File: config.mk
export PLATFORM = sky130hd
export DESIGN_NAME = icw_ocw_control_flat
export DESIGN_NICKNAME = d
export VERILOG_FILES = /design/src/rtl/icw_ocw_control_if.sv /design/src/rtl/icw_ocw_control.sv /design/src/flat_wrapper.sv
export SDC_FILE = /design/constraint.sdc
export NUM_CORES = 1
export LEC_CHECK = 0
export BUFFER_PORTS_ARGS = -buffer_cell sky130_fd_sc_hd__clkbuf_2
export CAP_MARGIN = 20
export CORE_MARGIN = 2
export CORE_UTILIZATION = 54
export CTS_CLUSTER_SIZE = 12
export DETAILED_ROUTE_END_ITERATION = 12
export GPL_ROUTABILITY_DRIVEN = 1
export MAX_ROUTING_LAYER = met4
export PLACE_DENSITY = 0.86
export SLEW_MARGIN = 0
export SYNTH_ARGS = -nofsm -noshare
export SYNTH_HDL_FRONTEND = slang
export SYNTH_SLANG_ARGS = --single-unit
File: constraint.sdc
create_clock -name clk -period 2.65 [get_ports clk]
set_clock_uncertainty 0.05 [all_clocks]
set_input_delay 0.265 -clock clk [delete_from_list [all_inputs] [get_ports clk]]
set_output_delay 0.265 -clock clk [all_outputs]
set_load 0.05 [all_outputs]
File: src/rtl/icw_ocw_control_if.sv
`default_nettype none
// ============================================================================
// Module      : icw_ocw_control_if
// Description : Bundle between the read/write logic (master side drives the
//               write strobes and command byte) and the ICW/OCW command
//               register block (slave side drives configuration, mask and
//               command pulses).
// Revision    : 1.0 - initial release
// ============================================================================
interface icw_ocw_control_if;
    // Write strobes and latched command byte
    logic       writeICW1;
    logic       writeICW2to4;
    logic       writeOCW1;
    logic       writeOCW2;
    logic       writeOCW3;
    logic [7:0] internalDataBus;

    // Configuration captured during initialisation
    logic       init_done;
    logic       ltim;
    logic       single_mode;
    logic       ic4;
    logic [4:0] vector_base;
    logic [7:0] cascade_cfg;
    logic       aeoi;
    logic       sfnm;
    logic       upm;

    // Operational state and command pulses
    logic [7:0] imr;
    logic       eoi_pulse;
    logic       eoi_specific;
    logic       rotate_pulse;
    logic       set_priority_pulse;
    logic       poll_pulse;
    logic [2:0] cmd_level;
    logic       rotate_aeoi;
    logic       special_mask;
    logic       read_isr;

    modport master (
        output writeICW1, writeICW2to4, writeOCW1, writeOCW2, writeOCW3,
               internalDataBus,
        input  init_done, ltim, single_mode, ic4, vector_base, cascade_cfg,
               aeoi, sfnm, upm, imr, eoi_pulse, eoi_specific, rotate_pulse,
               set_priority_pulse, poll_pulse, cmd_level, rotate_aeoi,
               special_mask, read_isr
    );

    modport slave (
        input  writeICW1, writeICW2to4, writeOCW1, writeOCW2, writeOCW3,
               internalDataBus,
        output init_done, ltim, single_mode, ic4, vector_base, cascade_cfg,
               aeoi, sfnm, upm, imr, eoi_pulse, eoi_specific, rotate_pulse,
               set_priority_pulse, poll_pulse, cmd_level, rotate_aeoi,
               special_mask, read_isr
    );
endinterface
`default_nettype wire

File: src/rtl/icw_ocw_control.sv
`default_nettype none
// ============================================================================
// Module      : icw_ocw_control
// Description : 8259 initialisation/operation command register block.
//               Sequences ICW1..ICW4, holds configuration, interrupt mask and
//               OCW3 mode bits, and turns OCW2/OCW3 commands into one-cycle
//               pulses. All outputs are registered.
// Ports       : clk  - system clock (rising edge)
//               rst  - asynchronous active-high reset
//               bus  - slave side of icw_ocw_control_if (strobes + data in,
//                      configuration / mask / pulses out)
// Parameters  : IMR_RESET - mask value loaded by reset and by every ICW1
// Revision    : 1.0 - initial release
// ============================================================================
module icw_ocw_control #(
    parameter logic [7:0] IMR_RESET = 8'h00
) (
    input  wire logic           clk,
    input  wire logic           rst,
    icw_ocw_control_if.slave    bus
);

    typedef enum logic [2:0] {
        S_IDLE      = 3'd0,
        S_WAIT_ICW2 = 3'd1,
        S_WAIT_ICW3 = 3'd2,
        S_WAIT_ICW4 = 3'd3,
        S_READY     = 3'd4
    } state_t;

    state_t     state_q;
    logic       init_done_q, ltim_q, single_mode_q, ic4_q;
    logic [4:0] vector_base_q;
    logic [7:0] cascade_cfg_q;
    logic       aeoi_q, sfnm_q, upm_q;
    logic [7:0] imr_q;
    logic       eoi_pulse_q, eoi_specific_q, rotate_pulse_q;
    logic       set_priority_pulse_q, poll_pulse_q;
    logic [2:0] cmd_level_q;
    logic       rotate_aeoi_q, special_mask_q, read_isr_q;

    logic [7:0] w_data;
    assign w_data = bus.internalDataBus;

    always_ff @(posedge clk or posedge rst) begin
        if (rst) begin
            state_q              <= S_IDLE;
            init_done_q          <= 1'b0;
            ltim_q               <= 1'b0;
            single_mode_q        <= 1'b0;
            ic4_q                <= 1'b0;
            vector_base_q        <= 5'd0;
            cascade_cfg_q        <= 8'd0;
            aeoi_q               <= 1'b0;
            sfnm_q               <= 1'b0;
            upm_q                <= 1'b0;
            imr_q                <= IMR_RESET;
            eoi_pulse_q          <= 1'b0;
            eoi_specific_q       <= 1'b0;
            rotate_pulse_q       <= 1'b0;
            set_priority_pulse_q <= 1'b0;
            poll_pulse_q         <= 1'b0;
            cmd_level_q          <= 3'd0;
            rotate_aeoi_q        <= 1'b0;
            special_mask_q       <= 1'b0;
            read_isr_q           <= 1'b0;
        end else begin
            // Pulses last one cycle unless re-armed by a strobe this cycle.
            eoi_pulse_q          <= 1'b0;
            rotate_pulse_q       <= 1'b0;
            set_priority_pulse_q <= 1'b0;
            poll_pulse_q         <= 1'b0;

            if (bus.writeICW1) begin
                // ICW1 restarts initialisation from any state and wins over
                // every other strobe in the same cycle.
                ltim_q         <= w_data[3];
                single_mode_q  <= w_data[1];
                ic4_q          <= w_data[0];
                imr_q          <= IMR_RESET;
                aeoi_q         <= 1'b0;
                sfnm_q         <= 1'b0;
                upm_q          <= 1'b0;
                rotate_aeoi_q  <= 1'b0;
                special_mask_q <= 1'b0;
                read_isr_q     <= 1'b0;
                init_done_q    <= 1'b0;
                state_q        <= S_WAIT_ICW2;
            end else begin
                case (state_q)
                    S_WAIT_ICW2: begin
                        if (bus.writeICW2to4) begin
                            vector_base_q <= w_data[7:3];
                            if (!single_mode_q) begin
                                state_q <= S_WAIT_ICW3;
                            end else if (ic4_q) begin
                                state_q <= S_WAIT_ICW4;
                            end else begin
                                state_q     <= S_READY;
                                init_done_q <= 1'b1;
                            end
                        end
                    end
                    S_WAIT_ICW3: begin
                        if (bus.writeICW2to4) begin
                            cascade_cfg_q <= w_data;
                            if (ic4_q) begin
                                state_q <= S_WAIT_ICW4;
                            end else begin
                                state_q     <= S_READY;
                                init_done_q <= 1'b1;
                            end
                        end
                    end
                    S_WAIT_ICW4: begin
                        if (bus.writeICW2to4) begin
                            aeoi_q      <= w_data[1];
                            upm_q       <= w_data[0];
                            sfnm_q      <= w_data[4];
                            state_q     <= S_READY;
                            init_done_q <= 1'b1;
                        end
                    end
                    S_READY: begin
                        if (bus.writeOCW1) begin
                            imr_q <= w_data;
                        end
                        if (bus.writeOCW2) begin
                            if (w_data[6]) begin
                                cmd_level_q <= w_data[2:0];
                            end
                            // Decode on {R, SL, EOI}
                            case (w_data[7:5])
                                3'b001, 3'b011: begin
                                    eoi_pulse_q    <= 1'b1;
                                    eoi_specific_q <= w_data[6];
                                end
                                3'b101, 3'b111: begin
                                    eoi_pulse_q    <= 1'b1;
                                    rotate_pulse_q <= 1'b1;
                                    eoi_specific_q <= w_data[6];
                                end
                                3'b110:  set_priority_pulse_q <= 1'b1;
                                3'b100:  rotate_aeoi_q        <= 1'b1;
                                3'b000:  rotate_aeoi_q        <= 1'b0;
                                default: ;
                            endcase
                        end
                        if (bus.writeOCW3) begin
                            if (w_data[6]) special_mask_q <= w_data[5];
                            if (w_data[2]) poll_pulse_q   <= 1'b1;
                            if (w_data[1]) read_isr_q     <= w_data[0];
                        end
                    end
                    default: ;  // IDLE: only ICW1 is accepted
                endcase
            end
        end
    end

    assign bus.init_done          = init_done_q;
    assign bus.ltim               = ltim_q;
    assign bus.single_mode        = single_mode_q;
    assign bus.ic4                = ic4_q;
    assign bus.vector_base        = vector_base_q;
    assign bus.cascade_cfg        = cascade_cfg_q;
    assign bus.aeoi               = aeoi_q;
    assign bus.sfnm               = sfnm_q;
    assign bus.upm                = upm_q;
    assign bus.imr                = imr_q;
    assign bus.eoi_pulse          = eoi_pulse_q;
    assign bus.eoi_specific       = eoi_specific_q;
    assign bus.rotate_pulse       = rotate_pulse_q;
    assign bus.set_priority_pulse = set_priority_pulse_q;
    assign bus.poll_pulse         = poll_pulse_q;
    assign bus.cmd_level          = cmd_level_q;
    assign bus.rotate_aeoi        = rotate_aeoi_q;
    assign bus.special_mask       = special_mask_q;
    assign bus.read_isr           = read_isr_q;

endmodule
`default_nettype wire

File: src/flat_wrapper.sv
// flat-port wrapper written by rule: the top's interface ports become plain ports
module icw_ocw_control_flat 
#(
    parameter logic [7:0] IMR_RESET = 8'h00
)
  (clk, rst, bus_writeICW1, bus_writeICW2to4, bus_writeOCW1, bus_writeOCW2, bus_writeOCW3, bus_internalDataBus, bus_init_done, bus_ltim, bus_single_mode, bus_ic4, bus_vector_base, bus_cascade_cfg, bus_aeoi, bus_sfnm, bus_upm, bus_imr, bus_eoi_pulse, bus_eoi_specific, bus_rotate_pulse, bus_set_priority_pulse, bus_poll_pulse, bus_cmd_level, bus_rotate_aeoi, bus_special_mask, bus_read_isr);
  icw_ocw_control_if bus_i ();
  input  wire logic clk;
  input  wire logic rst;
  input wire logic [$bits(bus_i.writeICW1)-1:0] bus_writeICW1;
  input wire logic [$bits(bus_i.writeICW2to4)-1:0] bus_writeICW2to4;
  input wire logic [$bits(bus_i.writeOCW1)-1:0] bus_writeOCW1;
  input wire logic [$bits(bus_i.writeOCW2)-1:0] bus_writeOCW2;
  input wire logic [$bits(bus_i.writeOCW3)-1:0] bus_writeOCW3;
  input wire logic [$bits(bus_i.internalDataBus)-1:0] bus_internalDataBus;
  output wire logic [$bits(bus_i.init_done)-1:0] bus_init_done;
  output wire logic [$bits(bus_i.ltim)-1:0] bus_ltim;
  output wire logic [$bits(bus_i.single_mode)-1:0] bus_single_mode;
  output wire logic [$bits(bus_i.ic4)-1:0] bus_ic4;
  output wire logic [$bits(bus_i.vector_base)-1:0] bus_vector_base;
  output wire logic [$bits(bus_i.cascade_cfg)-1:0] bus_cascade_cfg;
  output wire logic [$bits(bus_i.aeoi)-1:0] bus_aeoi;
  output wire logic [$bits(bus_i.sfnm)-1:0] bus_sfnm;
  output wire logic [$bits(bus_i.upm)-1:0] bus_upm;
  output wire logic [$bits(bus_i.imr)-1:0] bus_imr;
  output wire logic [$bits(bus_i.eoi_pulse)-1:0] bus_eoi_pulse;
  output wire logic [$bits(bus_i.eoi_specific)-1:0] bus_eoi_specific;
  output wire logic [$bits(bus_i.rotate_pulse)-1:0] bus_rotate_pulse;
  output wire logic [$bits(bus_i.set_priority_pulse)-1:0] bus_set_priority_pulse;
  output wire logic [$bits(bus_i.poll_pulse)-1:0] bus_poll_pulse;
  output wire logic [$bits(bus_i.cmd_level)-1:0] bus_cmd_level;
  output wire logic [$bits(bus_i.rotate_aeoi)-1:0] bus_rotate_aeoi;
  output wire logic [$bits(bus_i.special_mask)-1:0] bus_special_mask;
  output wire logic [$bits(bus_i.read_isr)-1:0] bus_read_isr;
  assign bus_i.writeICW1 = bus_writeICW1;
  assign bus_i.writeICW2to4 = bus_writeICW2to4;
  assign bus_i.writeOCW1 = bus_writeOCW1;
  assign bus_i.writeOCW2 = bus_writeOCW2;
  assign bus_i.writeOCW3 = bus_writeOCW3;
  assign bus_i.internalDataBus = bus_internalDataBus;
  assign bus_init_done = bus_i.init_done;
  assign bus_ltim = bus_i.ltim;
  assign bus_single_mode = bus_i.single_mode;
  assign bus_ic4 = bus_i.ic4;
  assign bus_vector_base = bus_i.vector_base;
  assign bus_cascade_cfg = bus_i.cascade_cfg;
  assign bus_aeoi = bus_i.aeoi;
  assign bus_sfnm = bus_i.sfnm;
  assign bus_upm = bus_i.upm;
  assign bus_imr = bus_i.imr;
  assign bus_eoi_pulse = bus_i.eoi_pulse;
  assign bus_eoi_specific = bus_i.eoi_specific;
  assign bus_rotate_pulse = bus_i.rotate_pulse;
  assign bus_set_priority_pulse = bus_i.set_priority_pulse;
  assign bus_poll_pulse = bus_i.poll_pulse;
  assign bus_cmd_level = bus_i.cmd_level;
  assign bus_rotate_aeoi = bus_i.rotate_aeoi;
  assign bus_special_mask = bus_i.special_mask;
  assign bus_read_isr = bus_i.read_isr;
  icw_ocw_control #(.IMR_RESET(IMR_RESET)) u_core (.clk(clk), .rst(rst), .bus(bus_i));
endmodule
; Word-level counts from Yosys, hierarchy flattened
; Cells that the tools add are included.
[totals]
elab_cells = 113
in_bits = 15
ff_bits = 42
[op_classes]
n_reduce_logical = 24
bitwise_logic = 1
muxes = 54
eq_ne = 14
[op_table]
columns = operator, n
row1 = 1-bit 2-to-1 mux, 42
row2 = 8-bit 2-to-1 mux, 3
row3 = 3-bit 2-to-1 mux, 6
row4 = 2-bit nonzero test, 8
row5 = 3-bit == test (second input constant), 5
row6 = 3-bit AND reduction, 5
row7 = 4-bit AND reduction, 3
row8 = 3-bit by 2-bit == test with 1-bit output (second input constant), 3
row9 = 3-bit != test (second input constant), 3
row10 = 3-bit case mux with 3 select lines, 1
row11 = 3-bit by 1-bit == test with 1-bit output (second input constant), 2
row12 = 5-bit AND reduction, 1
row13 = 2-bit AND reduction, 2
row14 = 4-bit nonzero test, 1
row15 = 4-bit OR reduction, 1
row16 = 3-bit logical NOT, 1
row17 = 3-bit by 2-bit != test with 1-bit output (second input constant), 1
row18 = 1-bit case mux with 3 select lines, 1
row19 = 3-bit nonzero test, 1
row20 = 1-bit case mux with 2 select lines, 1
row21 = 2-bit OR reduction, 1
row22 = 1-bit inverter, 1

; Longest topological paths before layout
; Gate-level depths: netlist (run 1).
[logic_depth]
depth_word = 6
ltp_mapped = 5
mapped_depth_nobuf = 3

; Worst setup path before layout (run 1)
; Ideal clock, no wire load.
[synth_timing]
path_type = flip-flop to flip-flop
from = register u_core.state_q[0]
to = register u_core.cascade_cfg_q[1], in the netlist u_core.bus.cascade_cfg[1]
required_ns = 2.475
path_stages_with_launch = 5
period_less_slack_ns = 1.492
path_slack_ns = 1.158
arrival_time_ns = 1.317
path_cell_list = dfrtp_1 -> buf_2 -> nand2b_1 -> nor3_4 -> mux2_2
[synth_between]
elab_chain_len = 2
[synth_rtl]
columns = element, line
row1 = start: declaration, icw_ocw_control.sv:31  ; state_t state_q;
row2 = start signal: assignment, icw_ocw_control.sv:47  ; state_q <= S_IDLE;
row3 = start signal: assignment, icw_ocw_control.sv:88  ; state_q <= S_WAIT_ICW2;
row4 = start signal: assignment, icw_ocw_control.sv:95  ; state_q <= S_WAIT_ICW3;
row5 = 3-bit by 2-bit == test with 1-bit output, icw_ocw_control.sv:90  ; case (state_q)
row6 = 3-bit AND reduction (no source line), --
row7 = end signal: assignment, icw_ocw_control.sv:106  ; cascade_cfg_q <= w_data;
row8 = end: declaration, icw_ocw_control.sv:34  ; logic [7:0] cascade_cfg_q;
; No other way between the ends.
; A chain may end at the register's enable or synchronous reset.

; Worst setup path in the final report (run 1)
[layout_timing]
from = register u_core.state_q[2]
to = register u_core.cascade_cfg_q[2], in the netlist u_core.bus.cascade_cfg[2]
; Same word-level chain as after synthesis.

==> run metrics, run 1 <==
core area=3080 sq um; CTS tree=built; RePlAce Congestion=0.750; global-route wire length before repair=5.80 mm; share of cells above drive strength 1=0.426; Cell Area, Placed=2080 sq um; Slowest Stage Delay on Critical Path=480 ps; Via Count=1292; remaining antenna violation count=0; die height=61.0 um; RSZ-0062 raised after global routing=false; Tmin final=1750 ps; worst-path fanout max=8; Setup violations, final=0; # DRC=0; Netlist cell types=31; vias in the first global route=1231; CP endpoint kind=flip-flop; post-synthesis cell area=1750 sq um; total power=1.73 mW; data arrival time of the critical path=1950 ps; crit-path leading delay family=simple AND/OR/NAND/NOR gates; Leak=1.10 nW; syn avg cell area=13.0 sq um; crit path buf inv count=0; Post-CTS Resized=0; FP Rows=20; Max-Slew Margin vs Limit=0.658; VDD IR max=488 uV; Root Buffer=clkbuf_4; total negative slack=0 ps; Hold Startpoint=bus_writeICW2to4; period utilization=0.659; via/cell ratio=5.41; Area Overhead vs Synth=23.4%; postcts setup bufs=0; CP Launch Type=flip-flop; # H-tree levels=2; total wire length=3.65 mm; CP Cell Sequence=nand2b_1 > nor3_4 > mux2_2; Yosys reg bits=42; routed len/inst=15.3 um; CTS Buf Count=5; DP HPWL=2.62 mm; Worst R2R Path Depth=3; max cap viols=0; f_max=572 MHz; CP Class=reg2reg; largest net degree at the start of global routing=43; Die W=61.0 um; Synthesis Warnings=0; Worst Max-Slew Pin Slew=513 ps; clock tree buffer depth=2; ANT cells=0; IO Port Bufs=53; Worst-path clk slew=120 ps; Worst-Skew Late Latency=350 ps; initial DRC count=42; Num Clock Sinks=42; Finished Cell Area=2160 sq um; Crit path required time=2850 ps; area of the multi-input gates=667 sq um; nets@finish=209; Die ar.=3720 sq um; Hold Path Cell Cnt=3; Critical Path Start=u_core.state_q[2]$_DFFE_PP0P_; PwrDens=800 nW/um^2; initial antenna violation count=0; fin util=0.702; Mapped Cells=135; Reg area=1050 sq um; Initial Utilization=0.569; status=complete, no violations; stages on the worst setup path=3; io pins=54; GRT Resource Usage Total=0.230; Fin. Hold Viols=0; RR Startpoint=u_core.state_q[2]$_DFFE_PP0P_; drt pass-1 iters=4; register area share after synthesis=0.600; total grt overflow=0; cts hold-fix bufs=1; Critical-path top delay cell=dfrtp_1; worst min path class=in2reg; Filler Cells Inserted=238; post-synthesis net count=150; Max Slew Vio Count=0
-- power by group --
part | total (mW) | internal (mW) | switching [mW]
combinational | 0.541 | 0.141 | 0.400
sequential | 0.789 | 0.726 | 0.0626
clock | 0.400 | 0.200 | 0.200
-- worst reg2reg max path: stages, from the launching register on --
cell      delay [ps]
dfrtp_1          480
nand2b_1         260
nor3_4           470
mux2_2           390
-- placed cells by master (no fill, tap or decap), types with 2 or more instances in the layout --
master and count:
nand4b_1 2, a21oi_1 4, clkbuf_4 5, inv_1 6, nor2b_1 2, nor3b_1 2
mux2_2 16, buf_4 2, a31o_2 2, and4_1 2, clkbuf_2 53, mux2i_1 11
nand2_1 3, nor2_1 14, clkbuf_1 2, mux2_1 3, nand4_1 3, nand2b_1 6
dfrtp_1 42
-- cell usage after synthesis (all sizes together) --
cell type / instances / area share
dfrtp: 42 / 0.60
nand4: 3 / 0.011
o22ai: 1 / 0.0036
nor2b: 2 / 0.0071
a21oi: 4 / 0.011
and4: 2 / 0.010
and2: 1 / 0.0036
o31ai: 1 / 0.0043
nand4b: 2 / 0.010
o2bb2ai: 1 / 0.0050
nand3: 1 / 0.0029
clkbuf: 1 / 0.0021
a31o: 2 / 0.010
a221o: 1 / 0.0057
o21ai: 1 / 0.0029
nand2b: 6 / 0.021
a41o: 1 / 0.0057
nor3b: 3 / 0.016
a21bo: 1 / 0.0057
buf: 3 / 0.0079
nor2: 14 / 0.030
mux2i: 11 / 0.063
mux2: 19 / 0.12
inv: 6 / 0.013
nor4bb: 1 / 0.0057
a2bb2oi: 1 / 0.0050
nor3: 1 / 0.0093
nand2: 3 / 0.0064
-- stage by stage --
stage | hold WS [ps] | std cells | worst slack, ps
floorplan | 285 | 135 | 1160
global placement | 335 | 230 | 947
detailed placement | 365 | 230 | 915
CTS | 102 | 239 | 888
global route | 129 | 239 | 833
finish | 116 | 239 | 903
-- sequential cells by signal (all words and copies together), names as in the netlist, 3 cells and up --
name,count
u_core.bus.cascade_cfg,8
u_core.bus.imr,8
u_core.bus.vector_base,5
u_core.bus.cmd_level,3
u_core.state_q,3
-- final cells by class --
cell class,instances,area share
clock inverter,1,0.0139
multi-input combinational,83,0.309
inverter,6,0.0104
timing repair buffer,56,0.134
sequential,42,0.486
tap,44,0.0255
clock buffer,7,0.0208
-- layer usage --
metal  global-route usage  wire length (um)  up-vias
li1                     -                 -      599
met1                0.297              1590      632
met2                0.336              1740       51
met3               0.0512               224       10
met4                0.127                93        0
met5                    -                 0        -
-- cells by family after synthesis --
family	synth area share
compound gates	0.0593
buf+inv	0.0229
simple gates	0.133
flops	0.600
mux	0.185
-- worst paths after layout --
path	end	slack [ps]
max	u_core.bus.cascade_cfg[2]$_DFFE_PP0P_	900
min	u_core.state_q[2]$_DFFE_PP0P_	120
max reg2reg	u_core.bus.cascade_cfg[2]$_DFFE_PP0P_	900
min reg2reg	u_core.bus.init_done$_DFFE_PP0P_	460
max in group asynchronous	u_core.bus.vector_base[1]$_DFFE_PP0P_	1680
min in group asynchronous	u_core.bus.imr[7]$_DFFE_PP0P_	520
Note: power is estimated with default switching activity, not from simulation.
==> run 2: changes to the inputs <==
- CORE_UTILIZATION: 54 -> 50
- PLACE_DENSITY: 0.86 -> 0.8
- clock period: 2.65 -> 1.7 ns (I/O delays scaled with it)
==> run 2 against run 1 <==
Against the previous run: non-clock buffer count grew 2; sequential cell count is the same; via count grew 2.6%; sequential power grew 56%; die area grew 7.5%; global-route usage shrank 1.3 points; critical endpoint is now u_core.bus.cascade_cfg[1]$_DFFE_PP0P_; largest cell class unchanged.
==> run metrics, run 2 (same netlist as run 1, synthesis figures left out) <==
die height=63.2 um; RSZ-0062 raised after global routing=false; f_max=616 MHz; data arrival time of the critical path=1820 ps; max cap viols=0; Hold Path Cell Cnt=3; Reg area=1050 sq um; total negative slack=0 ps; area of the multi-input gates=672 sq um; worst hold slack=33.2 ps; Worst R2R Setup Slack=80 ps; VDD IR max=767 uV; Die W=63.2 um; Worst Max-Slew Pin Slew=508 ps; vias in the first global route=1295; Via Count=1326; worst min path class=in2reg; Area Overhead vs Synth=24.7%; drt pass-1 iters=4; commonest non-fill, non-tap cell in the layout=clkbuf_2; Worst-path clk slew=110 ps; Critical-path top delay cell=dfrtp_2; RePlAce Congestion=0.913; # DRC=0; Die ar.=3990 sq um; Max Slew Vio Count=0; Setup violations, final=0; initial antenna violation count=0; CP endpoint kind=flip-flop; Initial Utilization=0.521; global-route wire length before repair=6.40 mm; Gate power share=0.316; worst-path fanout max=10; status=complete, no violations; worst r2r dst=u_core.bus.cascade_cfg[1]$_DFFE_PP0P_; total grt overflow=0; remaining antenna violation count=0; Fin. Hold Viols=0; Max-Slew Margin vs Limit=0.661; most frequent cells in the layout=clkbuf_2, dfrtp_1, mux2_2; Crit path required time=1900 ps; Num Clock Sinks=42; initial DRC count=134; total wire length=3.82 mm; IO Port Bufs=53; CP Cell Sequence=nand2b_1 > nor3_4 > buf_4 > mux2_2; Worst R2R Path Depth=4; Sequential Power Share=0.454; Root Buffer=clkbuf_4; Clk pwr share=0.230; CP Class=reg2reg; Worst-Skew Late Latency=350 ps; largest net degree at the start of global routing=43; CTS Buf Count=5; period utilization=0.955; PwrDens=1240 nW/um^2; GRT Resource Usage Total=0.217; # H-tree levels=2; CP Launch Type=flip-flop; Int Pwr=1.67 mW; ANT cells=0; nets@finish=211; Leak=1.11 nW; routed len/inst=15.7 um; Hold Startpoint=bus_writeICW2to4; DP HPWL=2.72 mm; Slowest Stage Delay on Critical Path=500 ps; core area=3360 sq um; Endpoint, Worst Hold=u_core.state_q[2]$_DFFE_PP0P_; RR Startpoint=u_core.state_q[0]$_DFFE_PP0P_; via/cell ratio=5.46; io pins=54; clock tree buffer depth=2; Psw=1.04 mW; Filler Cells Inserted=295; FP Rows=21; CTS tree=built; Tmin final=1620 ps; share of cells above drive strength 1=0.442; Net Sw Frac=0.384
[run 2: power groups by stage]
| stage | registers [mW] | logic (mW) | clock network (mW) |
|---|---|---|---|
| 5_1_grt | 1.25 | 0.895 | 0.695 |
| 6_report | 1.23 | 0.855 | 0.624 |
| 3_5_place_dp | 1.25 | 0.855 | 0 |
| 3_3_place_gp | 1.24 | 0.841 | 0 |
| 4_1_cts | 1.23 | 0.859 | 0.643 |
| 2_1_floorplan | 1.67 | 0.198 | 0 |
[run 2: timing repair]
action                                  CTS  global route
setup buffers                             0             1
gates resized for setup                   0             2
hold buffers                              1             0
endpoints found under the setup margin    0            13
endpoints found under the hold margin    42             0
[run 2: layout make-up]
cell class                      count  share of cell area
Inverter                            6              0.0103
Timing Repair Buffer               58               0.140
Sequential cell                    42               0.482
Clock buffer                        7              0.0206
Multi-Input combinational cell     83               0.308
Clock inverter                      1              0.0137
Tap cell                           46              0.0263
[run 2: worst max path at each step]
stage               slack [ps]                               endpoint                           from  cells past startpoint
floorplan                  210  u_core.bus.cascade_cfg[1]$_DFFE_PP0P_  u_core.state_q[0]$_DFFE_PP0P_                      4
global placement           150  u_core.bus.cascade_cfg[1]$_DFFE_PP0P_  u_core.state_q[2]$_DFFE_PP0P_                      3
detailed placement          70  u_core.bus.cascade_cfg[1]$_DFFE_PP0P_  u_core.state_q[2]$_DFFE_PP0P_                      3
CTS                         60  u_core.bus.cascade_cfg[1]$_DFFE_PP0P_  u_core.state_q[0]$_DFFE_PP0P_                      3
global route                10  u_core.bus.cascade_cfg[7]$_DFFE_PP0P_  u_core.state_q[0]$_DFFE_PP0P_                      4
finish                      80  u_core.bus.cascade_cfg[1]$_DFFE_PP0P_  u_core.state_q[0]$_DFFE_PP0P_                      4
[run 2: per-stage QoR]
step | util | worst slack (ps) | area (sq um) | total power, mW | cells
floorplan | - | 208 | 1750 | 1.87 | 135
global placement | 0.620 | 149 | 2090 | 2.08 | 233
detailed placement | 0.620 | 73.9 | 2090 | 2.10 | 233
CTS | 0.645 | 58.1 | 2170 | 2.73 | 242
global route | 0.650 | 9.56 | 2180 | 2.84 | 243
finish | 0.650 | 76.5 | 2180 | 2.71 | 243
[run 2: layer usage]
layer	GRT usage	routed length (um)	part of all wire
met1	0.287	1760	0.46
met2	0.313	1740	0.45
met3	0.0625	237	0.062
met4	0.0951	89	0.023
met5	-	0	0
[run 2: worst max-delay path: cells and delay by family, from the launching register on]
| kind | cells | cell delay [ps] |
|---|---|---|
| muxes | 1 | 340 |
| DFF | 1 | 500 |
| buffers and inverters | 1 | 180 |
| and+or+nand+nor | 2 | 450 |
==> run 3: changes to the inputs <==
- MAX_ROUTING_LAYER: met4 -> not set
==> run 3 against run 2 <==
Against the previous run: final cell count unchanged; count of clock-buffer cells in the layout unchanged; maximum frequency decreased by 0.16%; worst setup slack got worse by 2.6 ps; utilization unchanged; register-to-register slack about the same; die area unchanged; via count increased by 0.45%; highest routed layer unchanged; non-clock buffer count unchanged; critical endpoint unchanged; largest power group unchanged; total power increased by 0.19%; clock power increased by 0.6%; sequential power about the same.
==> run metrics, run 3 (same netlist as run 1, synthesis figures left out) <==
total grt overflow=0; Hold Path Cell Cnt=3; Worst-path clk slew=120 ps; Num Clock Sinks=42; # DRC=0; crit path buf inv count=1; status=complete, no violations; routed len/inst=15.8 um; Die W=63.2 um; Sequential Power Share=0.453; core area=3360 sq um; via/cell ratio=5.48; CTS Buf Count=5; GRT Resource Usage Total=0.211; Gate power share=0.315; CP Cell Sequence=nand2b_1 > nor3_4 > buf_4 > mux2_2; Psw=1.05 mW; largest net degree at the start of global routing=43; RePlAce Congestion=0.898; Fin. Hold Viols=0; Critical-path top delay cell=dfrtp_2; most frequent cells in the layout=clkbuf_2, dfrtp_1, mux2_2; worst-path fanout max=10; FP Rows=21; Worst-Skew Late Latency=350 ps; Root Buffer=clkbuf_4; CTS tree=built; die height=63.2 um; Area Overhead vs Synth=24.7%; io pins=54; Filler Cells Inserted=295; # H-tree levels=2; DP HPWL=2.72 mm; fin util=0.650; Slowest Stage Delay on Critical Path=500 ps; total negative slack=0 ps; max cap viols=0; Endpoint, Worst Hold=u_core.state_q[2]$_DFFE_PP0P_; Max-Slew Margin vs Limit=0.659; Max Slew Vio Count=0; Via Count=1332; Net Sw Frac=0.385; total power=2.71 mW; Worst R2R Path Depth=4; RSZ-0062 raised after global routing=false; f_max=615 MHz; nets@finish=211; Setup violations, final=0; crit-path leading delay family=flip-flops; clock tree buffer depth=2; PwrDens=1240 nW/um^2; total wire length=3.84 mm; VDD IR max=774 uV; CP Class=reg2reg; Die ar.=3990 sq um; Worst R2R Setup Slack=70 ps; Clk pwr share=0.232; IO Port Bufs=53; worst r2r dst=u_core.bus.cascade_cfg[1]$_DFFE_PP0P_; ANT cells=0; Tmin final=1630 ps; initial antenna violation count=0; RR Startpoint=u_core.state_q[0]$_DFFE_PP0P_; CP endpoint kind=flip-flop; data arrival time of the critical path=1830 ps; share of cells above drive strength 1=0.442; CP Launch Type=flip-flop; remaining antenna violation count=0; Initial Utilization=0.521; Int Pwr=1.67 mW; period utilization=0.957; Leak=1.11 nW; drt pass-1 iters=4; Crit path required time=1900 ps; Hold Startpoint=bus_writeICW2to4; vias in the first global route=1294; Worst Max-Slew Pin Slew=512 ps; commonest non-fill, non-tap cell in the layout=clkbuf_2; initial DRC count=137; worst min path class=in2reg; global-route wire length before repair=6.40 mm
==> run 3: cell counts in the layout (fill, tap and decap cells not counted) <==
Identical to the previous run, type by type.
==> run 3: layout make-up <==
class | count | area [sq um] | area share
inverters | 6 | 22.5 | 0.0103
clock inverters | 1 | 30.0 | 0.0137
flip-flops and latches | 42 | 1050 | 0.482
well taps | 46 | 57.6 | 0.0263
multi-input cells | 83 | 672 | 0.308
repair buffers | 58 | 305 | 0.140
clock buffers | 7 | 45.0 | 0.0206
==> run 3: layer usage <==
metal,track usage,part of all wire,vias to the layer above
li1,-,-,599
met5,0,0,-
met1,0.283,0.46,674
met2,0.313,0.45,50
met3,0.0679,0.061,9
met4,0.0951,0.023,0
==> run 3: worst register-to-register path: cells and delay by family (launching register included) <==
family	cells	cell delay [ps]
mux	1	340
flops	1	500
buf+inv	1	180
simple gates	2	450
==> run 3: how the worst max path moves through the flow <==
stage                                       start                                     to  slack (ps)  cells after the start
floorplan           u_core.state_q[0]$_DFFE_PP0P_  u_core.bus.cascade_cfg[1]$_DFFE_PP0P_         210                      4
global placement    u_core.state_q[2]$_DFFE_PP0P_  u_core.bus.cascade_cfg[1]$_DFFE_PP0P_         150                      3
detailed placement  u_core.state_q[2]$_DFFE_PP0P_  u_core.bus.cascade_cfg[1]$_DFFE_PP0P_          70                      3
CTS                 u_core.state_q[0]$_DFFE_PP0P_  u_core.bus.cascade_cfg[1]$_DFFE_PP0P_          60                      3
global route        u_core.state_q[0]$_DFFE_PP0P_  u_core.bus.cascade_cfg[7]$_DFFE_PP0P_          10                      4
finish              u_core.state_q[0]$_DFFE_PP0P_  u_core.bus.cascade_cfg[1]$_DFFE_PP0P_          70                      4
==> run 3: repair_timing <==
item | 4_1_cts | 5_1_grt
resized for setup | 0 | 2
hold buffers | 1 | 0
endpoints found under the hold margin | 42 | 0
setup endpoints to repair | 0 | 13
buffers inserted | 0 | 1
==> run 3: metrics by stage <==
stage / cells / hold slack, ps / instance area (sq um) / setup WS, ps
6_report: 243 / 31.1 / 2180 / 73.8
5_1_grt: 243 / 20.7 / 2180 / 9.54
4_1_cts: 242 / 19.1 / 2170 / 58.1
3_5_place_dp: 233 / 277 / 2090 / 73.9
3_3_place_gp: 233 / 240 / 2090 / 149
2_1_floorplan: 135 / 190 / 1750 / 208
==> run 3: power groups by stage <==
stage | combinational, mW | clock (mW) | sequential (mW)
detailed placement | 0.855 | 0 | 1.25
floorplan | 0.198 | 0 | 1.67
global route | 0.895 | 0.695 | 1.25
global placement | 0.841 | 0 | 1.24
CTS | 0.859 | 0.643 | 1.23
finish | 0.855 | 0.628 | 1.23
